--- src/rtl/ssd_capture_if.sv ---
// Seven-segment bus between a multiplexed display driver (master) and ssd_capture (slave).
// SSD_CAPTURE_ERR_COUNT_EN adds the 8-bit undecodable-capture counter to the bus.
interface ssd_capture_if #(
   parameter int DIGITS = 8
);
   logic [6:0]          ssd_capture_port_ssd;
   logic                ssd_capture_port_dp;
   logic [DIGITS-1:0]   ssd_capture_port_an;
   logic [4*DIGITS-1:0] ssd_capture_port_value;
   logic [DIGITS-1:0]   ssd_capture_port_dps;
   logic [DIGITS-1:0]   ssd_capture_port_blank;
   logic                ssd_capture_port_frame_done;
   logic                ssd_capture_port_err;
`ifdef SSD_CAPTURE_ERR_COUNT_EN
   logic [7:0]          ssd_capture_port_err_cnt;

   modport master (
      output ssd_capture_port_ssd, ssd_capture_port_dp, ssd_capture_port_an,
      input  ssd_capture_port_value, ssd_capture_port_dps, ssd_capture_port_blank,
      input  ssd_capture_port_frame_done, ssd_capture_port_err, ssd_capture_port_err_cnt
   );
   modport slave (
      input  ssd_capture_port_ssd, ssd_capture_port_dp, ssd_capture_port_an,
      output ssd_capture_port_value, ssd_capture_port_dps, ssd_capture_port_blank,
      output ssd_capture_port_frame_done, ssd_capture_port_err, ssd_capture_port_err_cnt
   );
`else
   modport master (
      output ssd_capture_port_ssd, ssd_capture_port_dp, ssd_capture_port_an,
      input  ssd_capture_port_value, ssd_capture_port_dps, ssd_capture_port_blank,
      input  ssd_capture_port_frame_done, ssd_capture_port_err
   );
   modport slave (
      input  ssd_capture_port_ssd, ssd_capture_port_dp, ssd_capture_port_an,
      output ssd_capture_port_value, ssd_capture_port_dps, ssd_capture_port_blank,
      output ssd_capture_port_frame_done, ssd_capture_port_err
   );
`endif
endinterface

--- src/rtl/ssd_capture.sv ---
// Loopback checker: samples a multiplexed active-low seven-segment display and rebuilds its digits.
// Optional macro SSD_CAPTURE_ERR_COUNT_EN adds a saturating count of undecodable captures.
module ssd_capture #(
   parameter int DIGITS = 8,
   parameter int SETTLE = 4
) (
   input logic          ssd_capture_port_clk,
   input logic          ssd_capture_port_rst,
   ssd_capture_if.slave bus
);
   localparam int CW = (SETTLE > 1) ? $clog2(SETTLE) : 1;
   localparam int IW = (DIGITS > 1) ? $clog2(DIGITS) : 1;

   typedef enum logic [1:0] {IDLE, SETTLING, HOLD} state_e;

   state_e              state_q, state_d;
   logic [CW-1:0]       cnt_q, cnt_d;
   logic [DIGITS-1:0]   an_q, an_p_q;
   logic [6:0]          ssd_q, ssd_p_q;
   logic                dp_q, dp_p_q;
   logic [4*DIGITS-1:0] value_q;
   logic [DIGITS-1:0]   dps_q, blank_q, seen_q;
   logic                frame_done_q, err_q;

   logic [DIGITS-1:0]   act, seen_upd;
   logic [IW-1:0]       idx;
   logic                an_valid, changed, capture, is_blank, bad, frame_full;
   logic [4:0]          dec;

   // Returns {decodable, nibble} for an active-low segment pattern.
   function automatic logic [4:0] decode(input logic [6:0] seg);
      case (seg)
         7'h40: decode = 5'h10;  7'h79: decode = 5'h11;
         7'h24: decode = 5'h12;  7'h30: decode = 5'h13;
         7'h19: decode = 5'h14;  7'h12: decode = 5'h15;
         7'h02: decode = 5'h16;  7'h78: decode = 5'h17;
         7'h00: decode = 5'h18;  7'h10: decode = 5'h19;
         7'h08: decode = 5'h1A;  7'h03: decode = 5'h1B;
         7'h46: decode = 5'h1C;  7'h21: decode = 5'h1D;
         7'h06: decode = 5'h1E;  7'h0E: decode = 5'h1F;
         default: decode = 5'h00;
      endcase
   endfunction

   always_comb begin
      // NOTE: every comb output gets a default first so no path leaves it unassigned (no latch).
      act      = ~an_q;
      an_valid = (act != '0) && ((act & (act - DIGITS'(1))) == '0);
      changed  = {an_q, ssd_q, dp_q} != {an_p_q, ssd_p_q, dp_p_q};
      idx      = '0;
      for (int i = 0; i < DIGITS; i++)
         if (act[i]) idx = IW'(i);
   end

   always_ff @(posedge ssd_capture_port_clk or negedge ssd_capture_port_rst) begin
      // NOTE: registers update with non-blocking assignments so every flop sees pre-edge values.
      if (!ssd_capture_port_rst) begin
         state_q <= IDLE;
         cnt_q   <= '0;
      end else begin
         state_q <= state_d;
         cnt_q   <= cnt_d;
      end
   end

   always_comb begin
      state_d = state_q;
      cnt_d   = cnt_q;
      unique case (state_q)
         IDLE:
            if (an_valid) begin
               state_d = SETTLING;
               cnt_d   = CW'(SETTLE - 1);
            end
         SETTLING:
            if (changed) begin
               state_d = an_valid ? SETTLING : IDLE;
               cnt_d   = CW'(SETTLE - 1);
            end else if (cnt_q == '0) begin
               state_d = HOLD;
            end else begin
               cnt_d = cnt_q - CW'(1);
            end
         HOLD:
            if (changed) begin
               state_d = an_valid ? SETTLING : IDLE;
               cnt_d   = CW'(SETTLE - 1);
            end
         default: state_d = IDLE;
      endcase
   end

   always_comb begin
      capture    = (state_q == SETTLING) && !changed && (cnt_q == '0);
      dec        = decode(ssd_q);
      is_blank   = (ssd_q == 7'h7F);
      bad        = !is_blank && !dec[4];
      seen_upd   = seen_q | (DIGITS'(1) << idx);
      frame_full = &seen_upd;
   end

   always_ff @(posedge ssd_capture_port_clk or negedge ssd_capture_port_rst) begin
      if (!ssd_capture_port_rst) begin
         an_q         <= '0;
         ssd_q        <= '0;
         dp_q         <= 1'b0;
         an_p_q       <= '0;
         ssd_p_q      <= '0;
         dp_p_q       <= 1'b0;
         value_q      <= '0;
         dps_q        <= '0;
         blank_q      <= '0;
         seen_q       <= '0;
         frame_done_q <= 1'b0;
         err_q        <= 1'b0;
      end else begin
         an_q         <= bus.ssd_capture_port_an;
         ssd_q        <= bus.ssd_capture_port_ssd;
         dp_q         <= bus.ssd_capture_port_dp;
         an_p_q       <= an_q;
         ssd_p_q      <= ssd_q;
         dp_p_q       <= dp_q;
         frame_done_q <= capture && frame_full;
         if (capture) begin
            if (is_blank)
               value_q[4*int'(idx) +: 4] <= 4'h0;
            else if (!bad)
               value_q[4*int'(idx) +: 4] <= dec[3:0];
            dps_q[idx]   <= ~dp_q;
            blank_q[idx] <= is_blank;
            err_q        <= err_q | bad;
            // The completing capture is not carried into the next frame.
            seen_q       <= frame_full ? '0 : seen_upd;
         end
      end
   end

`ifdef SSD_CAPTURE_ERR_COUNT_EN
   logic [7:0] err_cnt_q;

   always_ff @(posedge ssd_capture_port_clk or negedge ssd_capture_port_rst) begin
      if (!ssd_capture_port_rst)
         err_cnt_q <= '0;
      else if (capture && bad && (err_cnt_q != 8'hFF))
         err_cnt_q <= err_cnt_q + 8'd1;
   end

   assign bus.ssd_capture_port_err_cnt = err_cnt_q;
`endif

   assign bus.ssd_capture_port_value      = value_q;
   assign bus.ssd_capture_port_dps        = dps_q;
   assign bus.ssd_capture_port_blank      = blank_q;
   assign bus.ssd_capture_port_frame_done = frame_done_q;
   assign bus.ssd_capture_port_err        = err_q;
endmodule

--- src/flat_wrapper.sv ---
// flat-port wrapper written by rule: the top's interface ports become plain ports
module ssd_capture_flat 
#(
   parameter int DIGITS = 8,
   parameter int SETTLE = 4
)
  (ssd_capture_port_clk, ssd_capture_port_rst, bus_ssd_capture_port_ssd, bus_ssd_capture_port_dp, bus_ssd_capture_port_an, bus_ssd_capture_port_value, bus_ssd_capture_port_dps, bus_ssd_capture_port_blank, bus_ssd_capture_port_frame_done, bus_ssd_capture_port_err);
  ssd_capture_if #(.DIGITS(DIGITS)) bus_i ();
  input logic ssd_capture_port_clk;
  input logic ssd_capture_port_rst;
  input wire logic [$bits(bus_i.ssd_capture_port_ssd)-1:0] bus_ssd_capture_port_ssd;
  input wire logic [$bits(bus_i.ssd_capture_port_dp)-1:0] bus_ssd_capture_port_dp;
  input wire logic [$bits(bus_i.ssd_capture_port_an)-1:0] bus_ssd_capture_port_an;
  output wire logic [$bits(bus_i.ssd_capture_port_value)-1:0] bus_ssd_capture_port_value;
  output wire logic [$bits(bus_i.ssd_capture_port_dps)-1:0] bus_ssd_capture_port_dps;
  output wire logic [$bits(bus_i.ssd_capture_port_blank)-1:0] bus_ssd_capture_port_blank;
  output wire logic [$bits(bus_i.ssd_capture_port_frame_done)-1:0] bus_ssd_capture_port_frame_done;
  output wire logic [$bits(bus_i.ssd_capture_port_err)-1:0] bus_ssd_capture_port_err;
  assign bus_i.ssd_capture_port_ssd = bus_ssd_capture_port_ssd;
  assign bus_i.ssd_capture_port_dp = bus_ssd_capture_port_dp;
  assign bus_i.ssd_capture_port_an = bus_ssd_capture_port_an;
  assign bus_ssd_capture_port_value = bus_i.ssd_capture_port_value;
  assign bus_ssd_capture_port_dps = bus_i.ssd_capture_port_dps;
  assign bus_ssd_capture_port_blank = bus_i.ssd_capture_port_blank;
  assign bus_ssd_capture_port_frame_done = bus_i.ssd_capture_port_frame_done;
  assign bus_ssd_capture_port_err = bus_i.ssd_capture_port_err;
  ssd_capture #(.DIGITS(DIGITS), .SETTLE(SETTLE)) u_core (.ssd_capture_port_clk(ssd_capture_port_clk), .ssd_capture_port_rst(ssd_capture_port_rst), .bus(bus_i));
endmodule
--- config.mk ---
export PLATFORM = sky130hd
export DESIGN_NAME = ssd_capture_flat
export DESIGN_NICKNAME = d
export VERILOG_FILES = /design/src/rtl/ssd_capture_if.sv /design/src/rtl/ssd_capture.sv /design/src/flat_wrapper.sv
export SDC_FILE = /design/constraint.sdc
export NUM_CORES = 1
export LEC_CHECK = 0
export BUFFER_PORTS_ARGS = -buffer_cell sky130_fd_sc_hd__buf_2
export CAP_MARGIN = 40
export CORE_MARGIN = 1.5
export CORE_UTILIZATION = 30
export CTS_CLUSTER_SIZE = 12
export DETAILED_ROUTE_END_ITERATION = 7
export GPL_TIMING_DRIVEN = 0
export PLACE_DENSITY = 0.57
export SYNTH_ARGS = -nofsm -noshare
export SYNTH_HDL_FRONTEND = slang
export SYNTH_SLANG_ARGS = --single-unit
--- constraint.sdc ---
create_clock -name ssd_capture_port_clk -period 3.1 [get_ports ssd_capture_port_clk]
set_input_delay 0.31 -clock ssd_capture_port_clk [delete_from_list [all_inputs] [get_ports ssd_capture_port_clk]]
set_output_delay 0.31 -clock ssd_capture_port_clk [all_outputs]
set_load 0.005 [all_outputs]
[Word level (Yosys, flattened, before mapping)]
Cells that the tools add are included.
Word-level totals
  bits in registers: 94
  output and inout bits: 50
  logic and storage cells: 99
Cells by class
  add/subtract/negate cells: 3
  magnitude comparators: 2
  equality and inequality tests: 24
  shift-type cells: 4
  muxes and demuxes: 28
  bitwise logic cells: 5
  reductions and logical operators: 19
Operators by type and width (count)
  $pmux W5 S16: 1
  $bwmux W32: 2
  $mux W32: 2
  $eq A7 B7 Y1 const B: 5
  $neg A5 Y33: 1
  $shift A4 B33 Y32 const A: 1
  $shiftx A4 B33 Y32: 1
  $shiftx A4 B33 Y32 const A: 1
  $eq A7 B5 Y1 const B: 3
  $eq A7 B6 Y1 const B: 3
  $mux W3: 6
  $bwmux W8: 2
  $mux W2: 8
  $ne A16 B16 Y1: 1
  $eq A7 B2 Y1 const B: 2
  $eq A7 B4 Y1 const B: 2
  $pmux W2 S3: 2
  $and A8 B8 Y8: 1
  $logic_not A8 Y1: 1
  $mux W8: 1
  $not A8 Y8: 1
  $or A8 B8 Y8: 1
  $reduce_and A8 Y1: 1
  $reduce_bool A8 Y1: 1
  other kinds (23): 35

[Depth between registers and ports, before layout]
Gate-level depths: netlist (run 1).
  depth in word-level cells: 13
  depth in mapped cells: 14

[Least setup slack after synthesis (run 1)]
No wires, ideal clock.
  kind: register to register
  from: register u_core.an_q[4]
  to: register u_core.value_q[8], in the netlist u_core.bus.ssd_capture_port_value[8]
  data arrival time: 2.420 ns
  slack: 0.555 ns
  cell stages (with the launch flop): 10
  buffers on the path: 2
  cells stage by stage: dfrtp_1 clkbuf_1 o221ai_1 and2_1 clkbuf_1 ha_1 ha_1 nand3b_1 nor4_4 mux2_4
On the way
  cells in the longest elaborated chain, start to end: 10
  elaborated cells on any way between the ends: 18
RTL lines
  start, declared: line ssd_capture.sv:18  | logic [DIGITS-1:0] an_q, an_p_q;
  start signal, assigned: line ssd_capture.sv:117  | an_q <= bus.ssd_capture_port_an;
  $not A8 Y8: line ssd_capture.sv:47  | act = ~an_q;
  $mux W3 (4 in series): line ssd_capture.sv:52  | if (act[i]) idx = IW'(i);
  $neg A5 Y33: line ssd_capture.sv:126, ssd_capture.sv:128
  $shiftx A4 B33 Y32 / $shift A4 B33 Y32 (equally long branches): line ssd_capture.sv:128, ssd_capture.sv:126
  $bwmux W32: line ssd_capture.sv:128  | value_q[4*int'(idx) +: 4] <= dec[3:0];
  $mux W32: line ssd_capture.sv:127  | else if (!bad)
  $mux W32: line ssd_capture.sv:125  | if (is_blank)
  end signal, assigned by index: line ssd_capture.sv:128
  end, declared: line ssd_capture.sv:21  | logic [4*DIGITS-1:0] value_q;
Several ways; a longest one is shown, not always the timed one. The select of a mux whose other input is x is not followed.
A chain may end at the register's enable or synchronous reset.

[Worst setup path in the final report (run 1)]
  from: register u_core.an_q[4]
  to: register u_core.value_q[29], in the netlist u_core.bus.ssd_capture_port_value[29]
Same word-level chain as after synthesis.

==> results of run 1 <==
[final cells by class]
class	instances	area (sq um)
fillers	1409	9160
flip-flops and latches	94	2350
multi-input cells	257	2010
repair buffers	72	402
well taps	184	230
clock buffers	10	229
clock inverters	6	109
inverters	29	109
plain buffers	18	100
[cells in the mapped netlist (all sizes together) (2+ instances only)]
library cell | n | share of area [%]
a211o | 2 | 0.38
a211oi | 3 | 0.49
a21o | 2 | 0.33
a21oi | 12 | 1.4
a31o | 2 | 0.38
a31oi | 9 | 1.2
and2 | 10 | 1.4
and4 | 4 | 0.77
and4bb | 2 | 0.55
buf | 12 | 1.7
clkbuf | 8 | 0.66
dfrtp | 94 | 52
ha | 7 | 1.9
inv | 28 | 2.3
mux2 | 27 | 7.0
mux2i | 21 | 4.6
nand2 | 33 | 2.7
nand2b | 2 | 0.27
nand3 | 8 | 0.88
nand3b | 6 | 0.99
nand4 | 6 | 0.82
nor2 | 19 | 1.6
nor2b | 8 | 1.1
nor3 | 8 | 1.2
nor3b | 4 | 0.66
nor4 | 18 | 5.1
o21ai | 8 | 0.88
o221ai | 2 | 0.38
o22ai | 2 | 0.27
xor2 | 16 | 3.1
[worst paths after layout]
kind	start	end	slack, ps	depth (start not counted)
worst max-delay path	u_core.an_q[4]$_DFF_PN0_	u_core.bus.ssd_capture_port_value[29]$_DFFE_PN0P_	170	7
worst min-delay path	bus_ssd_capture_port_dp	u_core.dp_q$_DFF_PN0_	50	1
worst max register to register	u_core.an_q[4]$_DFF_PN0_	u_core.bus.ssd_capture_port_value[29]$_DFFE_PN0P_	170	7
worst min register to register	u_core.an_q[7]$_DFF_PN0_	u_core.an_p_q[7]$_DFF_PN0_	370	0
max in group asynchronous	ssd_capture_port_rst	u_core.an_p_q[4]$_DFF_PN0_	1980	3
min in group asynchronous	ssd_capture_port_rst	u_core.bus.ssd_capture_port_value[15]$_DFFE_PN0P_	470	2
[stage by stage]
| stage | std cells | TNS, ps | total power [mW] |
|---|---|---|---|
| 2_1_floorplan | 400 | 0 | 1.41 |
| 6_report | 670 | 0 | 2.74 |
| 3_3_place_gp | 651 | 0 | 1.47 |
| 3_5_place_dp | 655 | 0 | 1.49 |
| 4_1_cts | 672 | 0 | 2.77 |
| 5_1_grt | 670 | -18.2 | 2.84 |
[per-layer routing]
layer	track usage [%]	up-vias	routed length, um	part of all wire (%)
li1	-	1574	-	-
met1	17.3	1623	4690	46
met2	21.9	60	4830	48
met3	3.16	16	374	3.7
met4	5.88	0	198	2.0
met5	0	-	0	0
[registers in the layout (all words and copies together), names as in the netlist, 2 cells and up]
name and flops:
u_core.bus.ssd_capture_port_value 32, u_core.an_p_q 8, u_core.an_q 8, u_core.bus.ssd_capture_port_blank 8
u_core.bus.ssd_capture_port_dps 8, u_core.seen_q 8, u_core.ssd_p_q 7, u_core.ssd_q 7
u_core.cnt_q 2, u_core.state_q 2
[cells by family (layout without fill, tap and decap cells)]
kind of cell    count (synthesis)  in the layout
compound gates                 51             51
simple gates                  134            134
buf+inv                        49            135
xor+xnor                       17             17
fa+ha+maj                       7              7
mux                            48             48
flops                          94             94
[power groups by stage]
stage | clock network [mW] | registers [mW] | logic (mW)
after global routing | 1.34 | 1.28 | 0.212
final | 1.28 | 1.28 | 0.188
after floorplan | 0 | 1.29 | 0.116
after detailed placement | 0 | 1.30 | 0.189
after global placement | 0 | 1.30 | 0.176
after CTS | 1.31 | 1.28 | 0.190
[critical path: cells and delay by family, from the launching register on]
kind / cells / cell delay [ps]
AND/OR/NAND/NOR: 3 / 1220
buffers and inverters: 2 / 700
multiplexers: 1 / 390
flip-flops: 1 / 340
XOR/XNOR: 1 / 150
[repair_timing]
| item | CTS | global route |
|---|---|---|
| setup endpoints to repair | 4 | 30 |
| pin swaps | 1 | 0 |
| endpoints found under the hold margin | 35 | 0 |
| setup buffers | 0 | 0 |
| gates resized for setup | 0 | 3 |
| hold buffers | 1 | 0 |
==> impl_metrics.toml, run 1 <==
[global_route]
antenna_found_initial = 0
grt_max_degree = 60
globalRouteTotalUtil_pct = 13.5
grt_pass1_vias = 3287
grt_pass1_wl_um = 16700
grt.overflow.total = 0

[yosys]
synth-seq-cells = 94
syn_inst = 400
synthAdderAreaFrac_pct = 1.92
synth-seq-area-share_pct = 51.5
synth_compound_area_share_pct = 7.89
synth_simple_gate_area_share_pct = 19.1
ys_types = 56
synth-xor-area-share_pct = 3.26
ys_warn_count = 0
ys_async_sr_fraction_pct = 100
syn_avg_cell_area_sq_um = 11.4
synth_edf_count = 0
syn-num-nets = 425
synth.area.mux_share_pct = 11.6
synth_top_family_by_area = "simple AND/OR/NAND/NOR gates"
synth_ff_type = "dfrtp_1"
syn_area_sq_um = 4560

[timing]
period_minus_slack_ps = 2930
fmax_mhz = 341
whs_ps = 54.6
setup_slack_ps = 171
clock_skew_ps = 7.69
setup_viol = 0
tightest_slew_ps = 787
finalHoldViolCount = 0
slew_violations = 0
max-slew-margin-rel_pct = 47.3
fin_crit_sh_pct = 94.5

[pwr]
power_density_nw_per_um2 = 495
vdd_drop_max_mv = 0.267
p_leak_nw = 2.62
p_clk_share_pct = 46.5
p_sw_share_pct = 23.0
power.net_switching_mw = 0.632
combPwrFrac_pct = 6.9
p_int_mw = 2.11
power_frac_seq_pct = 46.6

[clocking]
cts_buffers = 9
clockRootBuffer = "clkbuf_16"
clk_latency_ps = 350
cts_tree = "done"
clock_sinks = 94
htree_levels = 3
clk_pin_slew_ps = 70
cts_max_path_buffers = 2

[place]
dp_hpwl_um = 7400
place_area_sq_um = 5190
place_ws_ps = 28.1
gp_congestion = 0.872
port_buffers = 67

[critical_path]
crit_arrival_ps = 3170
crit_path_cell_trace = "clkbuf_1, xor2_1, nor4_2, nand4_1, buf_2, nor4_4, mux2_2"
crit_path_top_delay_cell = "nor4_4"
critPathMaxStageDelay_ps = 490
start_kind = "flop"
end_kind = "flop"
crit_fanout = 10
critPathRequiredTime_ps = 3340
critPathKind = "reg -> reg"

[finish]
n_antenna_cell = 0
postLayoutCoreUtil_pct = 37.7
layout_commonest_cell = "dfrtp_1"
layout-drive-gt1-share_pct = 28.8
layout_common_cells = "dfrtp_1, buf_2, nand2_1, inv_1, mux2i_1"
nets = 506
final_area_sq_um = 5540
syn2layout_area_growth_pct = 21.4

[floorplan]
io_pins = 68
core-area_sq_um = 14700
rows = 44
fp.dieH_um = 126
dieArea_sq_um = 16000
die_w_um = 126
initial_core_util_pct = 31.1

[hold_path]
hp-class = "in -> reg"

[route]
avgRoutedWirePerCell_um = 15.1
vias_per_cell = 4.89
ant_nets = 0
drc = 0
vias = 3273
drtIter0Drc = 177
drt_wl_total_um = 10100
drtPass1Iterations = 4

[outcome]
status = "complete, no violations"

[job]
drv_cap = 0
(Power assumes the default switching activity.)
==> run 2: changes to the inputs <==
--- a/config.mk
+++ b/config.mk
@@ -7,7 +7,6 @@
 export LEC_CHECK = 0
 export BUFFER_PORTS_ARGS = -buffer_cell sky130_fd_sc_hd__buf_2
 export CAP_MARGIN = 40
-export CORE_MARGIN = 1.5
 export CORE_UTILIZATION = 30
 export CTS_CLUSTER_SIZE = 12
 export DETAILED_ROUTE_END_ITERATION = 7
==> run 2 against run 1 <==
Compared with the run above:
- the run now ends with design-rule violations left
- flip-flop and latch count did not move
- wire length rose by 0.19%
- combinational power barely moved
- via count fell by 0.86%
- largest cell class unchanged
- largest power group unchanged
- highest routed layer unchanged
==> impl_metrics.toml, run 2 (synthesis results as in run 1) <==
[route]
drc = 2
ant_nets = 0
vias_per_cell = 4.84
drtIter0Drc = 183
drt_wl_total_um = 10100
avgRoutedWirePerCell_um = 15.1
drtPass1Iterations = 7
vias = 3245

[timing]
fin_tns_setup_ps = 0
setup_viol = 0
tightest_slew_ps = 774
period_minus_slack_ps = 2880
rsz0062_at_grt = "no"
whs_ps = 59.2
clock_skew_ps = 8.51
slew_violations = 0
finalHoldViolCount = 0
fmax_mhz = 347
fin_crit_sh_pct = 92.8
max-slew-margin-rel_pct = 48.2

[pwr]
vdd_drop_max_mv = 0.234
power.total_mw = 2.51
power_density_nw_per_um2 = 459
p_leak_nw = 2.60

[critical_path]
crit_fanout = 10
critPathRequiredTime_ps = 3340
crit_path_top_delay_cell = "nor4_1"
critPathMaxStageDelay_ps = 510
start_kind = "flop"
end_kind = "flop"
crit_path_cell_trace = "xor2_1, nor4_1, nand4_1, buf_2, nor4_4, mux2_2"
crit_arrival_ps = 3110
critPathKind = "reg -> reg"

[clocking]
clk_pin_slew_ps = 70
clk_latency_ps = 350
postCtsSetupBuffers = 0
htree_levels = 3
cts_tree = "done"
cts_max_path_buffers = 2
clockRootBuffer = "clkbuf_16"
clock_sinks = 94
cts_buffers = 9

[global_route]
antenna_found_initial = 0
grt_pass1_wl_um = 17100
globalRouteTotalUtil_pct = 13.9
grt_pass1_vias = 3326
grt_max_degree = 54
grt.overflow.total = 0

[finish]
largest_register_ff_count = 32
n_antenna_cell = 0
layout_commonest_cell = "dfrtp_1"
syn2layout_area_growth_pct = 20.1
postLayoutCoreUtil_pct = 37.3
layout_common_cells = "dfrtp_1, buf_2, nand2_1, inv_1, mux2i_1"
nets = 507
layout-drive-gt1-share_pct = 29.2

[floorplan]
die_w_um = 125
core-area_sq_um = 14700
fp.dieH_um = 125
rows = 44
io_pins = 68
dieArea_sq_um = 15700
initial_core_util_pct = 31.1

[outcome]
violations = "design-rule violations"
status = "finished, violations left"

[job]
drv_cap = 0

[place]
gp_congestion = 0.826
port_buffers = 67
dp_hpwl_um = 7440

[hold_path]
hp-class = "in -> reg"
run 2: cell types whose count changed in the layout (fill, tap and decap cells not counted), sizes merged:
| cell | change |
|---|---|
| bufinv | -3 |
| clkbuf | +2 |
| clkinvlp | +2 |
run 2: layer usage:
layer	wire [um]	track usage [%]	vias to the layer above
met5	0	0	-
li1	-	-	1572
met4	170	4.81	0
met2	4840	22.3	68
met1	4620	17.7	1591
met3	478	4.32	14
run 2: path summary, 6_finish.rpt:
kind	endpoint	slack, ps	cells after the start	startpoint
min in group asynchronous	u_core.bus.ssd_capture_port_value[31]$_DFFE_PN0P_	490	2	ssd_capture_port_rst
worst min register to register	u_core.dp_p_q$_DFF_PN0_	370	0	u_core.dp_q$_DFF_PN0_
worst max-delay path	u_core.bus.ssd_capture_port_value[14]$_DFFE_PN0P_	220	6	u_core.an_q[3]$_DFF_PN0_
max in group asynchronous	u_core.seen_q[4]$_DFFE_PN0P_	1960	3	ssd_capture_port_rst
worst min-delay path	u_core.ssd_q[5]$_DFF_PN0_	60	1	bus_ssd_capture_port_ssd[5]
worst max register to register	u_core.bus.ssd_capture_port_value[14]$_DFFE_PN0P_	220	6	u_core.an_q[3]$_DFF_PN0_
run 2: critical path: cells and delay by family (launching register included):
kind / cells / cell delay, ps
buffers and inverters: 1 / 360
and+or+nand+nor: 3 / 1360
DFF: 1 / 470
xor gates and xnor gates: 1 / 180
muxes: 1 / 390
run 2: power by group:
part	total (mW)	switching, mW	internal, mW
Clock	1.05	0.480	0.566
Sequential	1.28	0.0241	1.25
Combinational	0.190	0.120	0.0697
run 2: cell type report:
class                      count  area (sq um)
multi-input combinational    257          2000
tap                          184           230
buffer                        19           108
clock buffer                  11           243
clock inverter                 5          33.8
timing repair buffer          72           402
fill                        1453          9220
inverter                      29           109
sequential                    94          2350
run 2: metrics by stage:
stage | area (sq um) | instances | worst slack (ps)
after floorplan | 4560 | 400 | 555
after global placement | 5130 | 651 | 51.8
after detailed placement | 5190 | 655 | 33.6
after CTS | 5470 | 672 | 13.0
after global routing | 5480 | 671 | 18.4
final | 5480 | 671 | 222
run 2: repair_timing:
item | in CTS | in global routing
endpoints found under the hold margin | 41 | 0
hold buffers | 1 | 0
endpoints found under the setup margin | 0 | 41
gates resized for setup | 0 | 8
